**config.mk**
```make
export PLATFORM = sky130hd
export DESIGN_NAME = fpro_dbg_master
export DESIGN_NICKNAME = d
export VERILOG_FILES = /design/src/rtl/fpro_dbg_pkg.sv /design/src/rtl/fpro_dbg_master.sv
export SDC_FILE = /design/constraint.sdc
export NUM_CORES = 1
export LEC_CHECK = 0
export CORE_AREA = 4 4 115 117
export CTS_CLUSTER_SIZE = 30
export DETAILED_ROUTE_END_ITERATION = 10
export DIE_AREA = 0 0 119 121
export GPL_ROUTABILITY_DRIVEN = 0
export GPL_TIMING_DRIVEN = 0
export PLACE_DENSITY = 0.75
export SYNTH_ARGS = -nofsm -noshare
export SYNTH_HDL_FRONTEND = slang
export SYNTH_SLANG_ARGS = --single-unit
export TNS_END_PERCENT = 5
```
**constraint.sdc**
```tcl
create_clock -name clk -period 3.1 [get_ports clk]
set_input_delay 0.93 -clock clk [delete_from_list [all_inputs] [get_ports clk]]
set_output_delay 0.93 -clock clk [all_outputs]
set_load 0.01 [all_outputs]
```
**src/rtl/fpro_dbg_pkg.sv**
```systemverilog
// Shared types and byte codes for the FPro debug bus master.
// The master turns UART command frames into single FPro bus accesses.
package fpro_dbg_pkg;

  typedef enum logic [2:0] {
    IDLE  = 3'd0,
    ADDR  = 3'd1,
    WDATA = 3'd2,
    BUS   = 3'd3,
    RESP  = 3'd4
  } state_e;

  localparam logic [7:0] OP_WR   = 8'h57;
  localparam logic [7:0] OP_RD   = 8'h52;
  localparam logic [7:0] RSP_ACK = 8'h4B;
  localparam logic [7:0] RSP_ERR = 8'h3F;

  function automatic logic [7:0] sat_inc8(input logic [7:0] v);
    return (v == 8'hFF) ? v : v + 8'd1;
  endfunction

endpackage

```
**src/rtl/fpro_dbg_master.sv**
```systemverilog
// UART-framed debug master: decodes 'W'/'R' frames into one FPro bus access
// and streams the response back. Protocol errors and inter-byte timeouts are counted.
module fpro_dbg_master
  import fpro_dbg_pkg::*;
#(
  parameter int TIMEOUT_CYC = 1000000
) (
  input  logic        clk,
  input  logic        reset,
  input  logic [7:0]  rx_data,
  input  logic        rx_valid,
  output logic        rx_ready,
  output logic [7:0]  tx_data,
  output logic        tx_valid,
  input  logic        tx_ready,
  output logic        mmio_cs,
  output logic        mmio_wr,
  output logic        mmio_rd,
  output logic [20:0] mmio_addr,
  output logic [31:0] mmio_wr_data,
  input  logic [31:0] mmio_rd_data,
  output logic        busy,
  output logic [7:0]  err_cnt
);

  localparam int IW = $clog2(TIMEOUT_CYC + 1);
  localparam logic [IW-1:0] TO_VAL = IW'(TIMEOUT_CYC);

  state_e        state_r, state_n;
  logic [1:0]    byte_cnt_r, byte_cnt_n;
  logic [IW-1:0] idle_cnt_r, idle_cnt_n;
  logic          rx_fire_s, tx_fire_s, timeout_s, bad_op_s;
  logic          op_wr_r;
  logic [20:0]   addr_r;
  logic [31:0]   wdata_r;
  logic [31:0]   resp_sr_r;
  logic [2:0]    resp_left_r;
  logic [7:0]    err_cnt_r;
  logic          rx_ready_r, tx_valid_r, busy_r, cs_r, wr_r, rd_r;

  assign rx_fire_s = rx_valid && rx_ready_r;
  assign tx_fire_s = tx_valid_r && tx_ready;

  // Next-state, byte position and inter-byte idle counter
  always_comb begin
    state_n    = state_r;
    byte_cnt_n = byte_cnt_r;
    idle_cnt_n = '0;
    timeout_s  = 1'b0;
    bad_op_s   = 1'b0;
    case (state_r)
      IDLE: begin
        byte_cnt_n = 2'd0;
        if (rx_fire_s) begin
          if (rx_data == OP_WR || rx_data == OP_RD) begin
            state_n = ADDR;
          end else begin
            state_n  = RESP;
            bad_op_s = 1'b1;
          end
        end else begin
          state_n = IDLE;
        end
      end
      ADDR, WDATA: begin
        // The timeout cycle itself refuses bytes (rx_ready is low here)
        if (idle_cnt_r == TO_VAL) begin
          timeout_s  = 1'b1;
          state_n    = IDLE;
          byte_cnt_n = 2'd0;
        end else if (rx_fire_s) begin
          if (state_r == ADDR && byte_cnt_r == 2'd2) begin
            state_n    = op_wr_r ? WDATA : BUS;
            byte_cnt_n = 2'd0;
          end else if (state_r == WDATA && byte_cnt_r == 2'd3) begin
            state_n    = BUS;
            byte_cnt_n = 2'd0;
          end else begin
            byte_cnt_n = byte_cnt_r + 2'd1;
          end
        end else begin
          idle_cnt_n = idle_cnt_r + IW'(1);
        end
      end
      BUS: begin
        state_n = RESP;
      end
      RESP: begin
        if (tx_fire_s && resp_left_r == 3'd1) begin
          state_n = IDLE;
        end else begin
          state_n = RESP;
        end
      end
      default: begin
        state_n = IDLE;
      end
    endcase
  end

  // State, counters and registered handshake/strobe outputs
  always_ff @(posedge clk or negedge reset) begin
    if (!reset) begin
      state_r    <= IDLE;
      byte_cnt_r <= 2'd0;
      idle_cnt_r <= '0;
      rx_ready_r <= 1'b1;
      tx_valid_r <= 1'b0;
      busy_r     <= 1'b0;
      cs_r       <= 1'b0;
      wr_r       <= 1'b0;
      rd_r       <= 1'b0;
    end else begin
      state_r    <= state_n;
      byte_cnt_r <= byte_cnt_n;
      idle_cnt_r <= idle_cnt_n;
      rx_ready_r <= (state_n == IDLE) ||
                    ((state_n == ADDR || state_n == WDATA) && idle_cnt_n != TO_VAL);
      tx_valid_r <= (state_n == RESP);
      busy_r     <= (state_n != IDLE);
      cs_r       <= (state_n == BUS);
      wr_r       <= (state_n == BUS) && op_wr_r;
      rd_r       <= (state_n == BUS) && !op_wr_r;
    end
  end

  // Frame assembly, response shifter and error counter
  always_ff @(posedge clk or negedge reset) begin
    if (!reset) begin
      op_wr_r     <= 1'b0;
      addr_r      <= 21'h0;
      wdata_r     <= 32'h0;
      resp_sr_r   <= 32'h0;
      resp_left_r <= 3'd0;
      err_cnt_r   <= 8'h0;
    end else begin
      if (state_r == IDLE && rx_fire_s) begin
        op_wr_r <= (rx_data == OP_WR);
      end
      // Three shifts of 8 into 21 bits drop the first byte's top three bits
      if (state_r == ADDR && rx_fire_s) begin
        addr_r <= {addr_r[12:0], rx_data};
      end
      if (state_r == WDATA && rx_fire_s) begin
        wdata_r <= {wdata_r[23:0], rx_data};
      end
      if (bad_op_s) begin
        resp_sr_r   <= {RSP_ERR, 24'h0};
        resp_left_r <= 3'd1;
      end else if (state_r == BUS) begin
        resp_sr_r   <= op_wr_r ? {RSP_ACK, 24'h0} : mmio_rd_data;
        resp_left_r <= op_wr_r ? 3'd1 : 3'd4;
      end else if (tx_fire_s) begin
        resp_sr_r   <= {resp_sr_r[23:0], 8'h00};
        resp_left_r <= resp_left_r - 3'd1;
      end
      if (bad_op_s || timeout_s) begin
        err_cnt_r <= sat_inc8(err_cnt_r);
      end
    end
  end

  assign rx_ready     = rx_ready_r;
  assign tx_valid     = tx_valid_r;
  assign tx_data      = resp_sr_r[31:24];
  assign mmio_cs      = cs_r;
  assign mmio_wr      = wr_r;
  assign mmio_rd      = rd_r;
  assign mmio_addr    = addr_r;
  assign mmio_wr_data = wdata_r;
  assign busy         = busy_r;
  assign err_cnt      = err_cnt_r;

endmodule

```
==> results by group <==
Outcome
  • Status: finished clean

Timing
  • Minimum clock period: about 2800 ps
  • Final critical-path setup slack: 346 ps
  • Skew final: 8.14 ps
  • Fin. max-slew vios: 0
  • Slew @ Worst Pin: 496 ps
  • Crit share post-route: between 80% and 90%
  • Fin Hold WS: about 430 ps
  • Slew HR: 66.8%
  • RSZ-0062 raised after global routing: no
  • Final Setup Violations: 0
  • Final Hold Viols: 0
  • Max Clk Rate: 363 MHz

Floorplanning
  • Core Rows: 41
  • Top-Level Pins: 119
  • Initial core utilization: 46.9%
  • Die ar.: 14,400 um^2
  • Core box area: about 12,000 um^2
  • Die Height: 121 um
  • Chip Width: between 100 and 150 um

Placed design
  • HPWL after detailed placement: a little under 10,000 um
  • Dpl ws: -71.2 ps
  • Port bufs: approximately 120
  • Placed cell areas: 7220 um^2
  • Dpl cells: 780

GRT
  • Antenna violations before repair: 0
  • Vias in the first global route: 4,574
  • GRT overflow: 0
  • GRT Util Overall: 20.2%
  • First-pass GRT wire length: 23,000 um
  • Pin count of the biggest net entering global routing: 83

Setup path
  • CP top delay family: simple AND/OR/NAND/NOR gates
  • Worst Path Buf+Inv: 2
  • Critical path's slowest cell: clkdlybuf4s50_1
  • Crit-path max cell delay: ~480 ps
  • Reg2reg start: idle_cnt_r[0]
  • Worst Path Max Fanout: 9
  • Required @ worst endpoint: 3400 ps
  • CP endpoint kind: register
  • Critical path, cell by cell: clkdlybuf4s50_1 > and4bb_1 > nand3_2 > and2_1 > buf_6 > nor3_4 > mux2_2
  • CP startpoint: rx_data[5]
  • CP Launch Type: input port
  • Crit path kind: input port to register
  • CP arrival: roughly 3100 ps

Synthesis
  • Syn Inst Count: 489
  • Post-synth cell types: 59
  • Main synth FF type: dfrtp_1
  • Register area share after synthesis: 55.3%
  • Synth Net Count: 540
  • Syn_area_per_cell: 11.9 um^2
  • Commonest cells post-synth: dfrtp_1, mux2_2, nor2_1
  • Most numerous cell in the Yosys netlist: dfrtp_1
  • Synth area leader: dfrtp_1
  • Post-synthesis sequential element count: 128
  • Total of warnings raised by yosys: 0
  • Mapped Area: roughly 5800 um^2
  • Async SR Flop Fraction: 100%
  • Post-synth EDFFs: 0
  • Yosys top cell area share: roughly 55%
  • Top post-synthesis cells by area: dfrtp_1, mux2_2, a2bb2oi_1, xnor2_1, nor2_1

Cells and area
  • Multi-input gate area: 2350 um^2
  • Antenna Cells: 0
  • Fill count: 985
  • Final core utilization: 63.0%
  • Fin nets: roughly 680
  • Final instance area: 7790 um^2
  • Fin cells: between 800 and 900
  • Area Growth Syn to Fin: 34.5%
  • Sequential cell area: 3200 um^2
  • Share of cells above drive strength 1: 20.4%

Clock network
  • Hold_buf cts: 0
  • Post-CTS setup buffer count: 0
  • Clk pin slew, worst setup/hold paths: 50 ps
  • H-tree levels: 4
  • Root Driver: clkbuf_16
  • Max Root-Sink Buffers: 2
  • CTS tree: yes
  • Num CTS Buffers: 17
  • Clock sinks: around 130
  • CTS resizes: 0
  • Clk_lat worst skew: 420 ps

Routing
  • Final ANT Viol Nets: 0
  • Wire length per cell: 17.1 um
  • DR vias: 4,287
  • Total detailed-routing wirelength: around 14,000 um
  • Initial drt markers: around 200
  • Vias per cell: 5.31
  • Final routed DRC violation total: 0
  • Drt first pass iters: 4

Min path
  • Hold crit path type: input port to asynchronous set/reset pin

Run
  • Max cap viols: 0

Power
  • Pwr/cell area: 700 nW/um^2
  • Leakage: 0.00336 uW
  • Worst VDD drop: 0.438 mV
==> cell type report <==
type / count / share of cell area [%]
sequential: 128 / 41.1
multi-input combinational: 317 / 30.1
timing repair buffer: 119 / 15.5
clock buffer: 20 / 5.86
tap: 172 / 2.76
buffer: 32 / 2.57
clock inverter: 8 / 1.48
inverter: 12 / 0.578
==> per-layer routing <==
| metal | track usage, % | wire length (um) | up-vias |
|---|---|---|---|
| li1 | - | - | 2008 |
| met3 | 6.43 | 844 | 19 |
| met5 | 0 | 0 | - |
| met2 | 34.4 | 7030 | 124 |
| met1 | 24.3 | 5730 | 2136 |
| met4 | 6.95 | 188 | 0 |
==> stage by stage <==
stage	power [uW]	setup TNS (ps)
after floorplan	2900	0
after global placement	3460	-485510
after CTS	5500	0
final	5450	0
after global routing	5710	0
after detailed placement	3510	-203
==> registers in the layout, indices dropped and copies added (netlist names) <==
name,flops
mmio_wr_data,32
resp_sr_r,32
mmio_addr,21
idle_cnt_r,20
err_cnt,8
resp_left_r,3
state_r,3
byte_cnt_r,2
busy,1
mmio_cs,1
mmio_rd,1
mmio_wr,1
op_wr_r,1
rx_ready,1
tx_valid,1
==> worst reg2reg max path: stages (launching register included) <==
cell and delay, ps:
dfrtp_1 420, ha_1 290, nand4_1 260, nor2_1 340, nand4_1 150, xor2_1 180
nor4_1 320, a211oi_1 120
==> placed cells by master, fill, tap and decap left out, drive strengths merged, types with 4 or more instances in the layout <==
master,netlist,routed
and2,4,4
a21oi,8,8
nand2,35,35
ha,7,7
a211oi,4,4
nand4,8,8
clkbuf,6,26
dfrtp,127,127
clkdlybuf4s50,0,117
inv,12,12
a31oi,4,4
xor2,10,10
buf,26,28
nor3,8,8
xnor2,17,17
a22o,9,9
a2bb2oi,17,17
nor4,4,4
and3,7,7
clkinv,0,5
mux2,58,58
nand2b,4,4
nand3,11,11
o21ai,26,26
nor2,39,39
and4,4,4
==> path summary, 6_finish.rpt <==
path | endpoint | slack [ps] | depth (start not counted)
min in group clk | resp_sr_r[25] | 480 | 2
max in group asynchronous | rx_ready | 1930 | 2
worst max-delay path | resp_sr_r[28] | 350 | 7
worst min-delay path | resp_sr_r[11] | 430 | 1
worst max register to register | rx_ready | 940 | 7
worst min register to register | resp_sr_r[25] | 480 | 2
==> where the power goes <==
part           total [uW]  internal [uW]  switching, uW
Clock                1960           1280            683
Sequential           2170           1980            191
Combinational        1320            757            566
==> logic make-up (layout without fill, tap and decap cells) <==
logic type      after synthesis  in the layout  synth area share [%]
compound gates               82             82                  10.2
simple gates                141            141                  13.1
mux                          59             59                  11.4
flops                       128            128                  55.3
fa+ha+maj                     8              8                  1.71
buf+inv                      44            191                  4.23
xor+xnor                     27             27                  4.08
Power figures use the tool's default switching activity.
